--- config.mk ---
export PLATFORM = sky130hd
export DESIGN_NAME = systolic_mm_ctrl_flat
export DESIGN_NICKNAME = d
export VERILOG_FILES = /design/src/rtl/systolic_mm_ctrl_if.sv /design/src/rtl/systolic_mm_ctrl.sv /design/src/flat_wrapper.sv
export SDC_FILE = /design/constraint.sdc
export NUM_CORES = 1
export LEC_CHECK = 0
export CORE_MARGIN = 2
export CORE_UTILIZATION = 49
export DETAILED_ROUTE_END_ITERATION = 10
export PLACE_DENSITY = 0.77
export SLEW_MARGIN = 20
export SYNTH_ARGS = -nofsm -noshare
export SYNTH_HDL_FRONTEND = slang
export SYNTH_HIERARCHICAL = 1
export SYNTH_SLANG_ARGS = --single-unit
--- constraint.sdc ---
create_clock -name clk_i -period 2.5 [get_ports clk_i]
set_input_delay 0.25 -clock clk_i [delete_from_list [all_inputs] [get_ports clk_i]]
set_output_delay 0.25 -clock clk_i [all_outputs]
set_load 0.01 [all_outputs]
--- src/rtl/systolic_mm_ctrl_if.sv ---
// Job, operand-buffer and PE-array signals of the systolic sequencing controller.
// master: the controller; slave: host / buffers / PE array side.
interface systolic_mm_ctrl_if #(
  parameter int N   = 4,
  parameter int K_W = 5
);
  logic             req_i;
  logic [K_W-1:0]   k_i;
  logic             ack_o;
  logic             busy_o;
  logic             rd_en_o;
  logic [K_W-1:0]   rd_addr_o;
  logic [N-1:0]     skew_en_o;
  logic             pe_start_o;
  logic [N*N-1:0]   pe_ovf_i;
  logic             ovf_o;
  logic             done_o;

  modport master (
    input  req_i, k_i, pe_ovf_i,
    output ack_o, busy_o, rd_en_o, rd_addr_o, skew_en_o, pe_start_o, ovf_o, done_o
  );

  modport slave (
    output req_i, k_i, pe_ovf_i,
    input  ack_o, busy_o, rd_en_o, rd_addr_o, skew_en_o, pe_start_o, ovf_o, done_o
  );
endinterface

--- src/rtl/systolic_mm_ctrl.sv ---
// Sequencing controller for an N x N systolic MAC array: clears accumulators,
// streams K operand reads, and drives per-lane skew windows so each row/column
// sees valid data only for t in [r, r+K-1]. All outputs are registered and
// reflect the state entered at the same edge.

// Per-lane skew window: lane R is live while R <= t < R+K.
module systolic_mm_lane #(
  parameter int R   = 0,
  parameter int K_W = 5,
  parameter int T_W = 6
) (
  input  logic [T_W-1:0] t,
  input  logic [K_W-1:0] k,
  output logic           en
);
  localparam logic [T_W:0] LO = (T_W+1)'(R);
  logic [T_W:0] hi;
  logic [T_W:0] t_x;

  // Window compare done one bit wider so R+K never wraps.
  always_comb begin
    t_x = {1'b0, t};
    hi  = LO + (T_W+1)'(k);
    en  = (t_x >= LO) && (t_x < hi);
  end
endmodule

module systolic_mm_ctrl #(
  parameter int N     = 4,
  parameter int MAX_K = 16,
  parameter int K_W   = 5,
  parameter int T_W   = 6
) (
  input  logic                  clk_i,
  input  logic                  rst_i,
  systolic_mm_ctrl_if.master    bus
);
  typedef enum logic [1:0] {IDLE, CLEAR, FEED, DONE} state_t;

  state_t         state;
  logic [K_W-1:0] k_q;
  logic [T_W-1:0] t_q;

  logic [K_W-1:0] k_cl;
  logic [T_W-1:0] tl;
  logic [T_W-1:0] t_nx;
  logic           rd_en_nx;
  logic [K_W-1:0] addr_nx;
  logic [N-1:0]   lane_en;

  // Next feed-step values; outputs are computed one step ahead so they can be registered.
  always_comb begin
    k_cl     = (bus.k_i > K_W'(MAX_K)) ? K_W'(MAX_K) : bus.k_i;
    tl       = T_W'(k_q) + T_W'(2*N-3);
    t_nx     = (state == CLEAR) ? '0 : t_q + 1'b1;
    rd_en_nx = t_nx < T_W'(k_q);
    addr_nx  = rd_en_nx ? K_W'(t_nx) : k_q - 1'b1;
  end

  for (genvar r = 0; r < N; r++) begin : g_lane
    systolic_mm_lane #(.R(r), .K_W(K_W), .T_W(T_W)) u_lane (
      .t  (t_nx),
      .k  (k_q),
      .en (lane_en[r])
    );
  end

  // Job FSM with registered outputs.
  always_ff @(posedge clk_i) begin
    if (rst_i) begin
      state          <= IDLE;
      k_q            <= '0;
      t_q            <= '0;
      bus.ack_o      <= 1'b0;
      bus.busy_o     <= 1'b0;
      bus.rd_en_o    <= 1'b0;
      bus.rd_addr_o  <= '0;
      bus.skew_en_o  <= '0;
      bus.pe_start_o <= 1'b0;
      bus.ovf_o      <= 1'b0;
      bus.done_o     <= 1'b0;
    end else begin
      bus.ack_o  <= 1'b0;
      bus.done_o <= 1'b0;
      // Overflow is collected only while the array is computing or finishing.
      if (state == FEED || state == DONE)
        bus.ovf_o <= bus.ovf_o | (|bus.pe_ovf_i);
      case (state)
        IDLE: begin
          if (bus.req_i) begin
            k_q            <= k_cl;
            bus.ack_o      <= 1'b1;
            bus.busy_o     <= 1'b1;
            bus.pe_start_o <= 1'b0;
            bus.ovf_o      <= 1'b0;
            bus.skew_en_o  <= '0;
            bus.rd_en_o    <= 1'b0;
            state          <= CLEAR;
          end
        end
        CLEAR: begin
          bus.pe_start_o <= 1'b1;
          if (k_q == '0) begin
            bus.done_o <= 1'b1;
            state      <= DONE;
          end else begin
            t_q           <= '0;
            bus.rd_en_o   <= rd_en_nx;
            bus.rd_addr_o <= addr_nx;
            bus.skew_en_o <= lane_en;
            state         <= FEED;
          end
        end
        FEED: begin
          if (t_q == tl) begin
            bus.done_o    <= 1'b1;
            bus.rd_en_o   <= 1'b0;
            bus.skew_en_o <= '0;
            state         <= DONE;
          end else begin
            t_q           <= t_nx;
            bus.rd_en_o   <= rd_en_nx;
            bus.rd_addr_o <= addr_nx;
            bus.skew_en_o <= lane_en;
          end
        end
        DONE: begin
          bus.busy_o <= 1'b0;
          state      <= IDLE;
        end
        default: state <= IDLE;
      endcase
    end
  end
endmodule

--- src/flat_wrapper.sv ---
// flat-port wrapper written by rule: the top's interface ports become plain ports
module systolic_mm_ctrl_flat 
#(
  parameter int N     = 4,
  parameter int MAX_K = 16,
  parameter int K_W   = 5,
  parameter int T_W   = 6
)
  (clk_i, rst_i, bus_req_i, bus_k_i, bus_pe_ovf_i, bus_ack_o, bus_busy_o, bus_rd_en_o, bus_rd_addr_o, bus_skew_en_o, bus_pe_start_o, bus_ovf_o, bus_done_o);
  systolic_mm_ctrl_if #(.N(N), .K_W(K_W)) bus_i ();
  input  logic clk_i;
  input  logic rst_i;
  input wire logic [$bits(bus_i.req_i)-1:0] bus_req_i;
  input wire logic [$bits(bus_i.k_i)-1:0] bus_k_i;
  input wire logic [$bits(bus_i.pe_ovf_i)-1:0] bus_pe_ovf_i;
  output wire logic [$bits(bus_i.ack_o)-1:0] bus_ack_o;
  output wire logic [$bits(bus_i.busy_o)-1:0] bus_busy_o;
  output wire logic [$bits(bus_i.rd_en_o)-1:0] bus_rd_en_o;
  output wire logic [$bits(bus_i.rd_addr_o)-1:0] bus_rd_addr_o;
  output wire logic [$bits(bus_i.skew_en_o)-1:0] bus_skew_en_o;
  output wire logic [$bits(bus_i.pe_start_o)-1:0] bus_pe_start_o;
  output wire logic [$bits(bus_i.ovf_o)-1:0] bus_ovf_o;
  output wire logic [$bits(bus_i.done_o)-1:0] bus_done_o;
  assign bus_i.req_i = bus_req_i;
  assign bus_i.k_i = bus_k_i;
  assign bus_i.pe_ovf_i = bus_pe_ovf_i;
  assign bus_ack_o = bus_i.ack_o;
  assign bus_busy_o = bus_i.busy_o;
  assign bus_rd_en_o = bus_i.rd_en_o;
  assign bus_rd_addr_o = bus_i.rd_addr_o;
  assign bus_skew_en_o = bus_i.skew_en_o;
  assign bus_pe_start_o = bus_i.pe_start_o;
  assign bus_ovf_o = bus_i.ovf_o;
  assign bus_done_o = bus_i.done_o;
  systolic_mm_ctrl #(.N(N), .MAX_K(MAX_K), .K_W(K_W), .T_W(T_W)) u_core (.clk_i(clk_i), .rst_i(rst_i), .bus(bus_i));
endmodule
==> implementation parameters, run 1 <==
Parameter                              Value

Setup path
  Crit. End Element    flip-flop
  Source of the critical timing path    u_core/t_q[0]
  CP delay by family, top    simple AND/OR/NAND/NOR gates
  Critical path's largest stage delay    between 0.3 and 0.4 ns
  Cell with the largest stage delay on the worst path    sky130_fd_sc_hd__dfxtp_1
  Worst EP required    2.73 ns
  Launch instance of the worst register-to-register path    u_core/t_q[0]
  Worst Reg-to-Reg Cells    12
  Arrival time at the worst endpoint    2.72 ns
  Crit path cell chain    buf_4 -> nand3_2 -> xor2_1 -> or2_2 -> inv_1 -> ha_1 -> o21ai_2 -> a21oi_2 -> nor3_4 -> buf_6 -> mux2i_2 -> a22o_1
  Max Fanout on Critical Path    6
  Setup Crit Path Kind    reg -> reg
  CP Buf/Inv Count    3
  R2r setup slk    0.006 ns
  Element type at the critical path start    flip-flop
  R2r endpoint    u_core/bus.rd_addr_o[3]

Hold path
  Cell depth of the worst hold path    2
  Type of the worst min-delay path    reg -> reg
  Destination of the worst hold path    u_core/bus.rd_addr_o[0]
  Hold path startpoint    u_core/bus.rd_addr_o[0]

Synthesis
  Syn Std Cell Area    roughly 2300 um^2
  Post-synthesis net count    331
  Sequential-to-total area share from yosys stat    0.239
  Distinct cells, synth    51
  Post-synth EDFFs    0
  Proportion of synthesized flip-flops having asynchronous set or reset    0
  Primary flip-flop cell chosen by synthesis mapping    sky130_fd_sc_hd__dfxtp_1
  Number of warnings printed during yosys synthesis    6
  Average size of a mapped cell    between 8 and 9 um^2
  Post-Syn Instances    274
  Total of flip-flops plus latches after synthesis    28

Die
  Die Height    73.2 um
  Placeable core region    4660 um^2
  Top-level I/O count    39
  Initial cell density of the core    0.503
  Overall die width    73.2 um
  Area enclosed by the die boundary    5350 um^2
  Placement row count    25

GRT
  Global routing usage summed across all routing layers    0.226
  Maximum number of pins on one net before global-route repair    24
  GR Overflow Total    0
  Antenna violations before repair    0
  First-pass GRT wire length    9650 um
  Vias in the first global route    2084

Place
  Area post-placement    2870 um^2
  Placer's final routability congestion estimate    0.822
  Pre-CTS setup slack    0.00337 ns
  Detailed-placement wirelength estimate    4390 um
  I/O Buffers    38

Pwr
  Peak VDD IR    roughly 0.45 mV
  PD cells    731 nW/um^2
  Leak Pwr    between 1 and 1.5 nW

STA
  Final hold viol count    0
  Pin slew with the least headroom to its limit    0.502 ns
  Final Skew    0.00496 ns
  Final cycle utilization of the critical path    0.998
  Final Setup Violations    0
  Final max-slew violation count    0
  Tightest slew margin relative to the limit    0.664
  Peak clock frequency supported by timing    around 0.4 GHz
  Clock period minus worst slack    roughly 2.5 ns
  Worst setup slack after layout    0.00595 ns

Drt
  Remaining number of nets flagged by the antenna check after routing    0
  Drt first-iter violations    165
  Initial DRT Pass Iterations    5
  Total Routed Length    6020 um
  DR WL/cell    15.8 um
  Detailed-route via count    2201
  Post-route DRC    0
  Detailed-route vias per instance    5.79

Clock tree
  Worst-case clock buffer depth    2
  Insertion delay to the later sink of the worst-skew pair    0.28 ns
  CTS H-tree lvls    1
  Number of clock buffers inserted by TritonCTS    3
  Number of hold-repair buffers added at the cts stage    0
  TritonCTS clock tree    built
  Count of clock tree sinks    28
  Root buf cell    sky130_fd_sc_hd__clkbuf_8
  Clk slew on worst S/H paths    0.09 ns

Final layout
  Count of antenna diodes in the layout    0
  Commonest cells after routing, fill and taps aside    sky130_fd_sc_hd__clkdlybuf4s50_1 (38), sky130_fd_sc_hd__ha_1 (32), sky130_fd_sc_hd__dfxtp_1 (25), sky130_fd_sc_hd__inv_1 (23)
  Final Core Density    0.641
  Number of nets in the final layout    384
  Synth-to-layout area growth    27.5%
  Design Area, Final    roughly 3000 um^2
  # fillers    387
  Most common cell after layout, fill and taps aside    sky130_fd_sc_hd__clkdlybuf4s50_1
  Share of cells above drive strength 1    0.156

Outcome
  Outcome    completed

Job
  Max capacitance violation total    0
sequential cells by signal, summed over array words and instances, names as in the netlist:
name,cells
u_core/bus.done_o,1
u_core/t_q,6
u_core/bus.busy_o,1
u_core/bus.rd_addr_o,5
u_core/bus.ovf_o,1
u_core/bus.ack_o,1
u_core/state,2
u_core/bus.rd_en_o,1
u_core/bus.skew_en_o,4
u_core/k_q,5
u_core/bus.pe_start_o,1
logic make-up (layout without fill, tap and decap cells):
kind of cell               after synthesis  count (layout)  share of synthesized area
AOI/OAI and AO/OA                       68              68                      0.215
xor gates and xnor gates                20              20                     0.0780
adders and majority gates               33              33                      0.176
buffers and inverters                   32              84                     0.0662
DFF                                     28              28                      0.239
muxes                                    5               5                     0.0214
and+or+nand+nor                         88              88                      0.204
worst max path at each step:
| stage | to | slack (ns) | cells past startpoint |
|---|---|---|---|
| floorplan | u_core/t_q[5] | 0.11 | 9 |
| global placement | u_core/bus.rd_addr_o[4] | 0.12 | 12 |
| detailed placement | u_core/bus.rd_addr_o[3] | 0.003 | 10 |
| CTS | u_core/bus.rd_addr_o[3] | 0.002 | 12 |
| global route | u_core/bus.rd_addr_o[2] | -0.09 | 12 |
| finish | u_core/bus.rd_addr_o[3] | 0.006 | 12 |
power by group:
group          switching [mW]  total (mW)  internal [mW]
logic                   0.686        1.30          0.612
registers              0.0690       0.599          0.530
clock network           0.146       0.288          0.141
total                   0.901        2.19           1.28
metal layers:
metal | track usage | vias to the layer above | wire [um]
met5 | 0 | - | 0
met4 | 0.0679 | 0 | 116
met3 | 0.0345 | 15 | 253
met2 | 0.367 | 65 | 2930
met1 | 0.308 | 1038 | 2710
li1 | - | 1083 | -
cell usage after synthesis, types with 5 or more instances:
cell type / number / share of area
sky130_fd_sc_hd__nor3b_1: 5 / 0.016
sky130_fd_sc_hd__xnor2_1: 10 / 0.037
sky130_fd_sc_hd__nand3_1: 11 / 0.023
sky130_fd_sc_hd__inv_1: 24 / 0.038
sky130_fd_sc_hd__nand2_1: 14 / 0.022
sky130_fd_sc_hd__dfxtp_1: 28 / 0.24
sky130_fd_sc_hd__o21ai_0: 7 / 0.015
sky130_fd_sc_hd__mux2i_1: 5 / 0.021
sky130_fd_sc_hd__a22o_1: 8 / 0.030
sky130_fd_sc_hd__nor2_1: 21 / 0.034
sky130_fd_sc_hd__nand2b_1: 5 / 0.013
sky130_fd_sc_hd__xor2_1: 9 / 0.034
sky130_fd_sc_hd__a21oi_1: 22 / 0.047
sky130_fd_sc_hd__ha_1: 33 / 0.18
worst min-delay path: cells and delay by family, from the launching register on:
kind	cells	cell delay [ns]
compound gates	1	0.05
buf+inv	1	0.06
flops	1	0.32
per-stage QoR:
stage | hold WS [ns] | power [mW] | TNS [ns] | instances
3_3_place_gp | 0.450 | 1.77 | 0 | 374
3_5_place_dp | 0.454 | 1.81 | 0 | 374
5_1_grt | 0.486 | 2.34 | -0.329 | 380
2_1_floorplan | 0.349 | 1.39 | 0 | 274
4_1_cts | 0.468 | 2.13 | 0 | 380
6_report | 0.467 | 2.19 | 0 | 380
layout make-up:
type,count,area [um^2],share of cell area
tap,54,67.6,0.0226
inverter,24,90.1,0.0302
multi-input combinational,214,1660,0.557
sequential,28,564,0.189
timing repair buffer,56,548,0.183
clock buffer,4,55.1,0.0184
repair_timing:
item / in CTS / in global routing
pin swaps: 1 / 1
resized for setup: 1 / 13
gates cloned: 0 / 0
buffers inserted: 2 / 0
endpoints found under the setup margin: 1 / 7
No activity file was read; power rests on OpenSTA's default activity.
==> run 2, diff against run 1 <==
--- a/config.mk
+++ b/config.mk
@@ -9,6 +9,7 @@
 export CORE_UTILIZATION = 49
 export DETAILED_ROUTE_END_ITERATION = 10
 export PLACE_DENSITY = 0.77
+export RECOVER_POWER = 100
 export SLEW_MARGIN = 20
 export SYNTH_ARGS = -nofsm -noshare
 export SYNTH_HDL_FRONTEND = slang
==> run 2 against run 1 <==
Effect of this change:
- clock power about the same
- hold slack got worse by 0.0035 ns
- sequential power about the same
- utilization decreased by 0.054 points
- non-clock buffer count unchanged
- global-route usage unchanged
- register-to-register slack about the same
- power decreased by 1.0%
- first-iteration DRC count increased by 16%
- via count decreased by 0.14%
- combinational power about the same
==> implementation parameters, run 2 (synthesis gave the netlist of run 1 again) <==
Parameter                              Value

STA
  Final hold viol count    0 (unchanged)
  Aggregate negative setup slack    0 ns (unchanged)
  Pin slew with the least headroom to its limit    0.509 ns (was 0.502 ns)
  Peak clock frequency supported by timing    0.402 GHz (was 0.401 GHz)
  Final max-slew violation count    0 (unchanged)
  Clock period minus worst slack    2.49 ns (about the same)
  Final Skew    0.00432 ns (was 0.00496 ns)
  Final Setup Violations    0 (unchanged)
  Tightest slew margin relative to the limit    0.660 (was 0.664)
  Final cycle utilization of the critical path    0.995 (was 0.998)

Hold path
  Type of the worst min-delay path    reg -> reg (unchanged)
  Hold path startpoint    u_core/bus.rd_addr_o[0] (unchanged)

GRT
  Vias in the first global route    2084 (unchanged)
  Antenna violations before repair    0 (unchanged)
  GR Overflow Total    0 (unchanged)
  Global routing usage summed across all routing layers    0.226 (unchanged)
  Maximum number of pins on one net before global-route repair    24 (unchanged)
  First-pass GRT wire length    9650 um (unchanged)

Drt
  Remaining number of nets flagged by the antenna check after routing    0 (unchanged)
  Initial DRT Pass Iterations    4 (was 5)
  Drt first-iter violations    191 (was 165)
  Detailed-route vias per instance    5.78 (was 5.79)
  Total Routed Length    5990 um (was 6020 um)
  DR WL/cell    15.8 um (about the same)
  Post-route DRC    0 (unchanged)
  Detailed-route via count    2198 (was 2201)

Place
  I/O Buffers    38 (unchanged)
  Placer's final routability congestion estimate    0.822 (unchanged)
  Detailed-placement wirelength estimate    4390 um (unchanged)

Outcome
  Outcome    completed (unchanged)

Clock tree
  Number of clock buffers inserted by TritonCTS    3 (unchanged)
  Count of clock tree sinks    28 (unchanged)
  Clk slew on worst S/H paths    0.09 ns (about the same)
  Root buf cell    sky130_fd_sc_hd__clkbuf_8 (unchanged)
  Number of hold-repair buffers added at the cts stage    0 (unchanged)
  Worst-case clock buffer depth    2 (unchanged)
  Insertion delay to the later sink of the worst-skew pair    0.28 ns (about the same)
  TritonCTS clock tree    built (unchanged)
  CTS H-tree lvls    1 (unchanged)

Die
  Initial cell density of the core    0.503 (unchanged)
  Overall die width    73.2 um (unchanged)
  Top-level I/O count    39 (unchanged)
  Placement row count    25 (unchanged)
  Area enclosed by the die boundary    5350 um^2 (unchanged)
  Placeable core region    4660 um^2 (unchanged)
  Die Height    73.2 um (unchanged)

Final layout
  Leading registers by flop count    u_core/t_q x6, u_core/bus.rd_addr_o x5, u_core/k_q x5 (unchanged)
  # fillers    388 (was 387)
  Number of nets in the final layout    384 (unchanged)
  Register with the most flip-flops    u_core/t_q (unchanged)
  Final Core Density    0.641 (about the same)
  Count of antenna diodes in the layout    0 (unchanged)
  Most common cell after layout, fill and taps aside    sky130_fd_sc_hd__ha_1 (was sky130_fd_sc_hd__clkdlybuf4s50_1)
  Synth-to-layout area growth    27.4% (was 27.5%)
  Share of cells above drive strength 1    0.156 (unchanged)
  Commonest cells after routing, fill and taps aside    sky130_fd_sc_hd__ha_1 (32), sky130_fd_sc_hd__dfxtp_1 (25), sky130_fd_sc_hd__clkdlybuf4s50_1 (23), sky130_fd_sc_hd__inv_1 (23) (was sky130_fd_sc_hd__clkdlybuf4s50_1 (38), sky130_fd_sc_hd__ha_1 (32), sky130_fd_sc_hd__dfxtp_1 (25), sky130_fd_sc_hd__inv_1 (23))
  Number of flip-flops in the largest register    6 (unchanged)

Pwr
  PD cells    725 nW/um^2 (was 731 nW/um^2)
  Total power after layout    2.16 mW (was 2.19 mW)
  Peak VDD IR    0.447 mV (was 0.448 mV)
  Leak Pwr    1.26 nW (was 1.22 nW)

Setup path
  Cell with the largest stage delay on the worst path    sky130_fd_sc_hd__dfxtp_1 (unchanged)
  Setup Crit Path Kind    reg -> reg (unchanged)
  Crit. End Element    flip-flop (unchanged)
  Crit path cell chain    buf_4 -> nand3_2 -> xor2_1 -> or2_2 -> inv_1 -> ha_1 -> o21ai_2 -> a21oi_2 -> nor3_4 -> buf_6 -> mux2i_2 -> a22o_1 (unchanged)
  Critical path's largest stage delay    0.36 ns (about the same)
  Arrival time at the worst endpoint    2.71 ns (was 2.72 ns)
  Element type at the critical path start    flip-flop (unchanged)
  Max Fanout on Critical Path    6 (unchanged)
  Worst EP required    2.73 ns (about the same)
  Source of the critical timing path    u_core/t_q[0] (unchanged)
  Launch instance of the worst register-to-register path    u_core/t_q[0] (unchanged)

Job
  Max capacitance violation total    0 (unchanged)
[run 2: changes by cell type in the layout (fill, tap and decap cells not counted), sizes merged]
| cell | before | now |
|---|---|---|
| buf | 18 | 17 |
| dlygate4sd3 | 0 | 15 |
| clkdlybuf4s50 | 38 | 23 |
| clkbuf | 4 | 5 |
[run 2: area by class of cell]
cell class                 count  area [um^2]  area share
tap                           54         67.6      0.0226
clock buffer                   4         55.1      0.0184
sequential                    28          564       0.189
inverter                      24         90.1      0.0302
multi-input combinational    214         1660       0.557
timing repair buffer          56          546       0.183
[run 2: power breakdown]
part	internal (mW)	total, mW	switching (mW)
Combinational	0.593	1.28	0.687
Sequential	0.530	0.597	0.0668
Clock	0.141	0.286	0.145
[run 2: what timing repair did]
action                                  CTS  global route
cloned                                    0             0
gates resized for setup                   1            13
setup buffers                             2             0
endpoints found under the hold margin     0             0
endpoints found under the setup margin    1             7
pin swaps                                 1             1
[run 2: metal layers]
metal  global-route usage  up-vias  share of wire
met5                    0        -              0
met1                0.308     1036           0.45
met2                0.367       62           0.49
met3               0.0345       15          0.040
met4               0.0679        0          0.018
li1                     -     1085              -
[run 2: critical path, delay by kind of cell, from the launching register on]
kind,cells,cell delay [ns]
AOI/OAI and AO/OA,3,0.42
xor gates and xnor gates,1,0.15
muxes,1,0.23
adders and majority gates,1,0.25
DFF,1,0.36
and+or+nand+nor,3,0.60
buffers and inverters,3,0.42
[run 2: final timing paths]
kind                              to  slack [ns]  depth (start not counted)
max reg2reg  u_core/bus.rd_addr_o[3]        0.01                         12
min reg2reg  u_core/bus.rd_addr_o[0]        0.46                          2
min          u_core/bus.rd_addr_o[0]        0.46                          2
max          u_core/bus.rd_addr_o[3]        0.01                         12
[run 2: stage by stage]
step	instances	cell area, um^2	hold WS, ns	worst slack [ns]
floorplan	274	2350	0.349	0.109
global placement	374	2870	0.450	0.119
detailed placement	374	2870	0.454	0.00337
CTS	380	2950	0.468	0.00184
global route	380	2990	0.483	-0.0859
finish	380	2990	0.464	0.0116
==> run 3, diff against run 2 <==
--- a/config.mk
+++ b/config.mk
@@ -8,6 +8,7 @@
 export CORE_MARGIN = 2
 export CORE_UTILIZATION = 49
 export DETAILED_ROUTE_END_ITERATION = 10
+export GPL_TIMING_DRIVEN = 0
 export PLACE_DENSITY = 0.77
 export RECOVER_POWER = 100
 export SLEW_MARGIN = 20
@@ -15,3 +16,4 @@
 export SYNTH_HDL_FRONTEND = slang
 export SYNTH_HIERARCHICAL = 1
 export SYNTH_SLANG_ARGS = --single-unit
+export TNS_END_PERCENT = 20
==> run 3 against run 2 <==
Effect of this change:
- sequential power up 3%
- non-clock buffer count up 10
- die area unchanged
- global-route usage up 0.14 points
- combinational power up 4%
- critical path depth down 1
- final cell count up 2.6%
- worst setup slack better by 0.022 ns
- cell area up 5.3%
- critical path type unchanged
==> implementation parameters, run 3 (synthesis gave the netlist of run 1 again) <==
Parameter                              Value

Outcome
  Outcome    completed (unchanged)

Hold path
  Cell depth of the worst hold path    2 (unchanged)
  Type of the worst min-delay path    reg -> reg (unchanged)
  Hold path startpoint    u_core/bus.rd_addr_o[0] (unchanged)
  Destination of the worst hold path    u_core/bus.rd_addr_o[0] (unchanged)

Setup path
  R2r endpoint    u_core/bus.rd_addr_o[3] (unchanged)
  Arrival time at the worst endpoint    2.70 ns (was 2.71 ns)
  Element type at the critical path start    flip-flop (unchanged)
  CP delay by family, top    simple AND/OR/NAND/NOR gates (unchanged)
  Critical path's largest stage delay    0.37 ns (was 0.36 ns)
  Cell with the largest stage delay on the worst path    sky130_fd_sc_hd__dfxtp_4 (was sky130_fd_sc_hd__dfxtp_1)
  Worst EP required    2.74 ns (was 2.73 ns)
  Max Fanout on Critical Path    8 (was 6)
  Setup Crit Path Kind    reg -> reg (unchanged)
  CP Buf/Inv Count    3 (unchanged)
  Worst Reg-to-Reg Cells    11 (was 12)
  R2r setup slk    0.03 ns (was 0.01 ns)
  Launch instance of the worst register-to-register path    u_core/state[1] (was u_core/t_q[0])
  Crit. End Element    flip-flop (unchanged)
  Crit path cell chain    inv_1 -> ha_2 -> buf_6 -> or2_4 -> inv_4 -> ha_1 -> o21ai_0 -> a21oi_2 -> nor3_4 -> mux2i_1 -> a22o_1 (was buf_4 -> nand3_2 -> xor2_1 -> or2_2 -> inv_1 -> ha_1 -> o21ai_2 -> a21oi_2 -> nor3_4 -> buf_6 -> mux2i_2 -> a22o_1)

Drt
  Remaining number of nets flagged by the antenna check after routing    0 (unchanged)
  Post-route DRC    0 (unchanged)
  DR WL/cell    16.1 um (was 15.8 um)
  Total Routed Length    6280 um (was 5990 um)
  Detailed-route via count    2281 (was 2198)
  Drt first-iter violations    158 (was 191)
  Initial DRT Pass Iterations    4 (unchanged)
  Detailed-route vias per instance    5.85 (was 5.78)

Pwr
  Leak Pwr    1.31 nW (was 1.26 nW)
  PD cells    737 nW/um^2 (was 725 nW/um^2)
  Combinational Power Share    0.576 (was 0.592)
  Power share of the clock group    0.159 (was 0.132)
  Net switching power figure    0.942 mW (was 0.899 mW)
  Total power after layout    2.32 mW (was 2.16 mW)
  Cell-internal power    1.37 mW (was 1.26 mW)
  Peak VDD IR    0.463 mV (was 0.447 mV)
  Sequential cell fraction of total power    0.265 (was 0.276)
  Switching portion of total power    0.407 (was 0.415)

STA
  Aggregate negative setup slack    0 ns (unchanged)
  Final max-slew violation count    0 (unchanged)
  Final Setup Violations    0 (unchanged)
  Pin slew with the least headroom to its limit    0.583 ns (was 0.509 ns)
  Final hold viol count    0 (unchanged)
  RSZ-0062 raised after global routing    yes
  Worst setup slack after layout    0.0334 ns (was 0.0116 ns)
  Peak clock frequency supported by timing    0.405 GHz (was 0.402 GHz)
  Final cycle utilization of the critical path    0.987 (was 0.995)
  Tightest slew margin relative to the limit    0.611 (was 0.660)
  Final Skew    0.00890 ns (was 0.00432 ns)
  Clock period minus worst slack    2.47 ns (was 2.49 ns)

Place
  Placer's final routability congestion estimate    0.854 (was 0.822)
  I/O Buffers    38 (unchanged)
  Total placed cells including tap cells    366 (was 374)
  Pre-CTS setup slack    -0.516 ns (was 0.00337 ns)
  Detailed-placement wirelength estimate    4100 um (was 4390 um)

Die
  Top-level I/O count    39 (unchanged)
  Placeable core region    4660 um^2 (unchanged)
  Area enclosed by the die boundary    5350 um^2 (unchanged)
  Placement row count    25 (unchanged)
  Die Height    73.2 um (unchanged)
  Overall die width    73.2 um (unchanged)
  Initial cell density of the core    0.503 (unchanged)

Clock tree
  Number of clock buffers inserted by TritonCTS    3 (unchanged)
  TritonCTS clock tree    built (unchanged)
  Clk slew on worst S/H paths    0.11 ns (was 0.09 ns)
  Root buf cell    sky130_fd_sc_hd__clkbuf_8 (unchanged)
  Insertion delay to the later sink of the worst-skew pair    0.28 ns (about the same)
  Count of clock tree sinks    28 (unchanged)
  Worst-case clock buffer depth    2 (unchanged)
  CTS H-tree lvls    1 (unchanged)

Final layout
  Most common cell after layout, fill and taps aside    sky130_fd_sc_hd__ha_1 (unchanged)
  Count of antenna diodes in the layout    0 (unchanged)
  # fillers    384 (was 388)
  Number of nets in the final layout    394 (was 384)
  Leading registers by flop count    u_core/t_q x6, u_core/bus.rd_addr_o x5, u_core/k_q x5 (unchanged)
  Synth-to-layout area growth    34.1% (was 27.4%)
  Register with the most flip-flops    u_core/t_q (unchanged)
  Share of cells above drive strength 1    0.208 (was 0.156)
  Final cell count without fillers    390 (was 380)
  Commonest cells after routing, fill and taps aside    sky130_fd_sc_hd__ha_1 (31), sky130_fd_sc_hd__clkdlybuf4s50_1 (23), sky130_fd_sc_hd__dfxtp_1 (21) (was sky130_fd_sc_hd__ha_1 (32), sky130_fd_sc_hd__dfxtp_1 (25), sky130_fd_sc_hd__clkdlybuf4s50_1 (23), sky130_fd_sc_hd__inv_1 (23))
  Number of flip-flops in the largest register    6 (unchanged)

GRT
  GR Overflow Total    0 (unchanged)
  Maximum number of pins on one net before global-route repair    18 (was 24)
  Vias in the first global route    2043 (was 2084)
  Antenna violations before repair    0 (unchanged)
  Global routing usage summed across all routing layers    0.227 (was 0.226)
  First-pass GRT wire length    9630 um (was 9650 um)

Job
  Max capacitance violation total    0 (unchanged)
==> run 3: changes by cell type in the layout (fill, tap and decap cells not counted), sizes merged <==
cell / previous run / this run
buf: 17 / 26
bufinv: 0 / 1
clkinvlp: 0 / 1
inv: 24 / 23
==> run 3: power groups by stage <==
stage / sequential, mW / clock, mW / combinational (mW)
2_1_floorplan: 0.633 / 0 / 0.762
3_3_place_gp: 0.626 / 0 / 1.08
3_5_place_dp: 0.627 / 0 / 1.11
4_1_cts: 0.620 / 0.372 / 1.19
5_1_grt: 0.628 / 0.388 / 1.44
6_report: 0.613 / 0.368 / 1.33
==> run 3: worst register-to-register path, stage by stage (launching register included) <==
cell	delay, ns
sky130_fd_sc_hd__dfxtp_4	0.37
sky130_fd_sc_hd__inv_1	0.06
sky130_fd_sc_hd__ha_2	0.17
sky130_fd_sc_hd__buf_6	0.13
sky130_fd_sc_hd__or2_4	0.28
sky130_fd_sc_hd__inv_4	0.11
sky130_fd_sc_hd__ha_1	0.24
sky130_fd_sc_hd__o21ai_0	0.21
sky130_fd_sc_hd__a21oi_2	0.07
sky130_fd_sc_hd__nor3_4	0.34
sky130_fd_sc_hd__mux2i_1	0.30
sky130_fd_sc_hd__a22o_1	0.15
==> run 3: layer usage <==
layer / routed length [um] / track usage / part of all wire
met1: 2720 / 0.315 / 0.43
met2: 3080 / 0.373 / 0.49
met3: 335 / 0.0193 / 0.053
met4: 143 / 0.0700 / 0.023
met5: 0 / 0 / 0
==> run 3: how the worst max path moves through the flow <==
stage | slack, ns | startpoint | end | cells after the start
finish | 0.03 | u_core/state[1] | u_core/bus.rd_addr_o[3] | 11
global route | -0.03 | u_core/state[1] | u_core/bus.rd_addr_o[3] | 12
CTS | -0.04 | u_core/state[1] | u_core/bus.rd_addr_o[0] | 10
detailed placement | -0.52 | u_core/k_q[0] | u_core/t_q[5] | 9
global placement | -0.36 | u_core/k_q[0] | u_core/t_q[5] | 9
floorplan | 0.11 | u_core/k_q[0] | u_core/t_q[5] | 9
==> run 3: layout make-up <==
cell class	count	area, um^2	share of cell area
multi-input cells	214	1700	0.542
inverters	24	98.8	0.0314
clock inverters	1	30.0	0.00955
flip-flops and latches	28	584	0.186
repair buffers	58	547	0.174
well taps	54	67.6	0.0215
clock buffers	3	41.3	0.0131
plain buffers	8	71.3	0.0227
==> run 3: repair_timing <==
item | CTS | global route
gates resized for setup | 19 | 20
setup buffers | 8 | 12
endpoints found under the setup margin | 18 | 12
pin swaps | 3 | 7
hold buffers | 0 | 0
cloned | 0 | 0
==> run 3: metrics by stage <==
| stage | util | cell area (um^2) | hold WS [ns] |
|---|---|---|---|
| 4_1_cts | 0.637 | 2970 | 0.471 |
| 6_report | 0.674 | 3140 | 0.465 |
| 3_3_place_gp | 0.599 | 2790 | 0.450 |
| 3_5_place_dp | 0.599 | 2790 | 0.456 |
| 2_1_floorplan | - | 2350 | 0.349 |
| 5_1_grt | 0.674 | 3140 | 0.493 |
